## src/rtl/mem_port_arbiter.sv

```systemverilog
// mem_port_arbiter: shares one memory port between the I-cache and D-cache engines.
// Registered command per grant; the grant is held until mem_ready completes it.
module mem_port_arbiter #(
  parameter int ADDR_W     = 28,
  parameter int DATA_W     = 128,
  parameter bit D_PRIORITY = 1'b1
) (
  input  logic              clk,
  input  logic              rst,
  input  logic              i_read,
  input  logic              i_write,
  input  logic [ADDR_W-1:0] i_addr,
  input  logic [DATA_W-1:0] i_wdata,
  output logic [DATA_W-1:0] i_rdata,
  output logic              i_ready,
  input  logic              d_read,
  input  logic              d_write,
  input  logic [ADDR_W-1:0] d_addr,
  input  logic [DATA_W-1:0] d_wdata,
  output logic [DATA_W-1:0] d_rdata,
  output logic              d_ready,
  output logic              mem_read,
  output logic              mem_write,
  output logic [ADDR_W-1:0] mem_addr,
  output logic [DATA_W-1:0] mem_wdata,
  input  logic [DATA_W-1:0] mem_rdata,
  input  logic              mem_ready
);
  typedef enum logic [1:0] {IDLE, BUSY_I, BUSY_D} state_t;
  state_t            state, state_n;
  logic              last_d, last_d_n;
  logic              mem_read_n, mem_write_n;
  logic [ADDR_W-1:0] mem_addr_n;
  logic [DATA_W-1:0] mem_wdata_n;
  logic              i_pend, d_pend, grant_i, grant_d;
  assign i_pend  = i_read | i_write;
  assign d_pend  = d_read | d_write;
  // On a tie D wins under fixed priority, otherwise whoever was not served last
  assign grant_d = d_pend & (!i_pend | D_PRIORITY | !last_d);
  assign grant_i = i_pend & !grant_d;
  assign i_ready = (state == BUSY_I) & mem_ready;
  assign d_ready = (state == BUSY_D) & mem_ready;
  assign i_rdata = mem_rdata;
  assign d_rdata = mem_rdata;
  always_comb begin
    state_n     = state;
    last_d_n    = last_d;
    mem_read_n  = mem_read;
    mem_write_n = mem_write;
    mem_addr_n  = mem_addr;
    mem_wdata_n = mem_wdata;
    if (state == IDLE && (grant_d || grant_i)) begin
      state_n     = grant_d ? BUSY_D : BUSY_I;
      mem_write_n = grant_d ? d_write : i_write;
      mem_read_n  = grant_d ? d_read & !d_write : i_read & !i_write;
      mem_addr_n  = grant_d ? d_addr : i_addr;
      mem_wdata_n = grant_d ? d_wdata : i_wdata;
    end else if (state != IDLE && mem_ready) begin
      state_n     = IDLE;
      last_d_n    = state == BUSY_D;
      mem_read_n  = 1'b0;
      mem_write_n = 1'b0;
    end
  end
  always_ff @(posedge clk or posedge rst) begin
    if (rst) begin
      state     <= IDLE;
      last_d    <= 1'b0;
      mem_read  <= 1'b0;
      mem_write <= 1'b0;
      mem_addr  <= '0;
      mem_wdata <= '0;
    end else begin
      state     <= state_n;
      last_d    <= last_d_n;
      mem_read  <= mem_read_n;
      mem_write <= mem_write_n;
      mem_addr  <= mem_addr_n;
      mem_wdata <= mem_wdata_n;
    end
  end
  a_i_rw: assert property (@(posedge clk) disable iff (rst) !(i_read && i_write));
  a_d_rw: assert property (@(posedge clk) disable iff (rst) !(d_read && d_write));
  a_mem_rw: assert property (@(posedge clk) disable iff (rst) !(mem_read && mem_write));
endmodule
```

## config.mk

```make
export PLATFORM = sky130hd
export DESIGN_NAME = mem_port_arbiter
export DESIGN_NICKNAME = d
export VERILOG_FILES = /design/src/rtl/mem_port_arbiter.sv
export SDC_FILE = /design/constraint.sdc
export NUM_CORES = 1
export LEC_CHECK = 0
export ABC_CLOCK_PERIOD_IN_PS = 4600
export BUFFER_PORTS_ARGS = -buffer_cell sky130_fd_sc_hd__buf_4
export CAP_MARGIN = 20
export CORE_AREA = 3 3 333 335
export DETAILED_ROUTE_END_ITERATION = 6
export DIE_AREA = 0 0 336 338
export GPL_TIMING_DRIVEN = 0
export PLACE_DENSITY = 0.33
export SLEW_MARGIN = 10
export SYNTH_ARGS = -nofsm -noshare
export SYNTH_HDL_FRONTEND = slang
export SYNTH_SLANG_ARGS = --single-unit
```

## constraint.sdc

```tcl
create_clock -name clk -period 4.6 [get_ports clk]
set_clock_uncertainty 0.15 [all_clocks]
set_input_delay 0 -clock clk [delete_from_list [all_inputs] [get_ports clk]]
set_output_delay 0 -clock clk [all_outputs]
set_load 0.01 [all_outputs]
```

==> flow_summary.ini <==
[finish]
diodes = 0
multi_input_area_mm2 = 0.00445
n_fill_cell = 11800
layout-drive-gt1-share_pct = 72.5
final_cell_mix = buf_4 (993), dlygate4sd3_1 (319), mux2_4 (218)
layout_commonest_cell = buf_4
syn_to_final_growth_pct = 102
fin_nets = 2300
final_util_pct = 20.2
register_area_mm2 = 0.00400

[placed_design]
gp_congestion = 0.706
io_buffers = 734
hpwl_um = 36300

[timing]
slew_violations = 0
hold_viol_final = 0
fmaxAchievable_mhz = 376
tightest_slew_ps = 703
holdWs_ps = 26.4
period_minus_slack_ps = 2660
max-slew-margin-rel_pct = 53.1
finalSetupViolCount = 0
rsz0062_at_grt = no
period_share_pct = 57.8

[pwr]
p_leak_nw = 10.6
power_density_mw_per_mm2 = 412
ir_drop_mv = 0.203

[global_routing]
grt_pass1_wl_um = 61800
grt_pass1_vias = 10200
grt_max_degree = 82
gr-total-overflow = 0
grt.total_usage_pct = 7.41
antenna_found_initial = 0

[cts]
numClockSinks = 160
cts_buffers = 17
cts-resized-gates = 0
clk_latency_ps = 490
clockBufferDepth = 2
cts-root-buf = clkbuf_16
h-tree-depth = 4
cts_tree = done
clk_pin_slew_ps = 70
post-cts-setup-buffers = 0

[floorplan]
die-area_mm2 = 0.114
core_mm2 = 0.108
row_count = 121
initial_utilization_pct = 10.0
boundaryPins = 863
fp.dieW_um = 336
die_h_um = 338

[critical_path]
cp_data_arrival_time_ps = 2880
cp_slowest_stage_delay_ps = 570
cp.required_ps = 4830
endpoint_kind = flop
timing.critical_path.cells = dlygate4sd3_1, buf_4, nor2_4, buf_6, buf_6, mux2_4, dlygate4sd3_1, mux2_4
cp_slowest_cell = dlygate4sd3_1
cpLargestDelayFamily = buffers and inverters
cp_max_fo = 10
critPathBufInv = 5
start_kind = primary input
crit_type = in2reg

[detailed_routing]
wl_per_cell_um = 13.7
num_vias = 9502
via_per_inst = 2.90
postRouteAntennaNets = 0
first_pass_iters = 4
drt_wl_total_um = 44900
drc = 0
drt_iter0_drc = 161

[synth]
ys_warn_count = 0
synth_cell_type_count = 24
netlist_instances = 780
syn_avg_cell_area_um2 = 13.9
synth_seq_cells = 160
postSynthNetCount = 1227
netlist_area_mm2 = 0.0108
yosysSeqAreaShare_pct = 36.9

[worst_hold_path]
hold_path.class = in2out

[outcome]
outcome = completed

[flow_run]
drv_cap = 0
## synthesized netlist by cell type
cell / count / area [um2]
inv_1: 3 / 11.3
buf_8: 2 / 30.0
mux2i_1: 1 / 10.0
nor2_1: 1 / 3.75
and2_1: 1 / 6.26
a21oi_4: 1 / 16.3
nand2_1: 1 / 3.75
and3_1: 1 / 6.26
nor2_4: 1 / 11.3
mux2_2: 74 / 833
mux2_1: 21 / 236
o22ai_1: 1 / 6.26
nor3b_1: 1 / 7.51
o21ai_0: 1 / 5.00
nand2b_1: 1 / 6.26
a21oi_1: 1 / 5.00
buf_4: 259 / 1940
buf_12: 11 / 220
o41ai_1: 1 / 8.76
dfrtp_1: 160 / 4000
mux2_4: 218 / 3270
buf_2: 2 / 10.0
or2_4: 1 / 8.76
buf_6: 16 / 180
## power breakdown
| group | total, mW | internal (mW) | switching [mW] |
|---|---|---|---|
| clock network | 1.45 | 0.727 | 0.726 |
| logic | 5.02 | 3.10 | 1.92 |
| registers | 2.54 | 2.13 | 0.413 |
| total | 9.02 | 5.96 | 3.06 |
## metrics by stage
| stage | cell area, um2 | total power, mW | std cells | setup TNS [ps] | setup slack [ps] |
|---|---|---|---|---|---|
| 2_1_floorplan | 10800 | 5.20 | 780 | 0 | 130 |
| 3_3_place_gp | 18100 | 7.48 | 2928 | -441690 | -2810 |
| 3_5_place_dp | 18200 | 7.47 | 2929 | 0 | 2410 |
| 4_1_cts | 21900 | 9.32 | 3279 | 0 | 1870 |
| 5_1_grt | 21900 | 9.62 | 3279 | 0 | 1850 |
| 6_report | 21900 | 9.02 | 3279 | 0 | 1940 |
## sequential cells by signal, indices dropped and copies added, names as in the netlist
signal / cells
mem_wdata: 128
state: 2
mem_write: 1
mem_read: 1
mem_addr: 28
## repair_timing
action                                  CTS  global route
hold buffers                            319             0
endpoints found under the setup margin    0             0
endpoints found under the hold margin   320             0
## metal layers
layer / wire, um / global-route usage (%)
met4: 672 / 2.33
met2: 25400 / 14.5
met5: 0 / 0
met3: 3700 / 2.77
met1: 15100 / 7.14
## area by class of cell
class | count | area share (%)
Timing Repair Buffer | 1054 | 39.9
Multi-Input combinational cell | 327 | 20.3
Sequential cell | 160 | 18.3
Buffer | 290 | 10.9
Tap cell | 1414 | 8.08
Clock buffer | 19 | 2.07
Clock inverter | 12 | 0.451
Inverter | 3 | 0.0857
## worst paths after layout
kind	start	endpoint	slack, ps	cells past startpoint
worst max-delay path	d_read	mem_wdata[104]$_DFFE_PP0P_	1940	8
worst min-delay path	mem_rdata[16]	i_rdata[16]	30	2
worst max register to register	state[1]$_DFFE_PP0P_	mem_read$_DFFE_PP0P_	2460	5
worst min register to register	mem_wdata[71]$_DFFE_PP0P_	mem_wdata[71]$_DFFE_PP0P_	360	1
max in group asynchronous	rst	mem_wdata[7]$_DFFE_PP0P_	2770	5
min in group asynchronous	rst	mem_wdata[61]$_DFFE_PP0P_	590	4
## kinds of logic after synthesis
family	Yosys count	synth area share, %
AND/OR/NAND/NOR	8	0.496
flip-flops	160	36.9
AO/OA/AOI/OAI	5	0.381
multiplexers	314	40.1
buffers and inverters	293	22.1
Note: power is estimated with default switching activity, not from simulation.
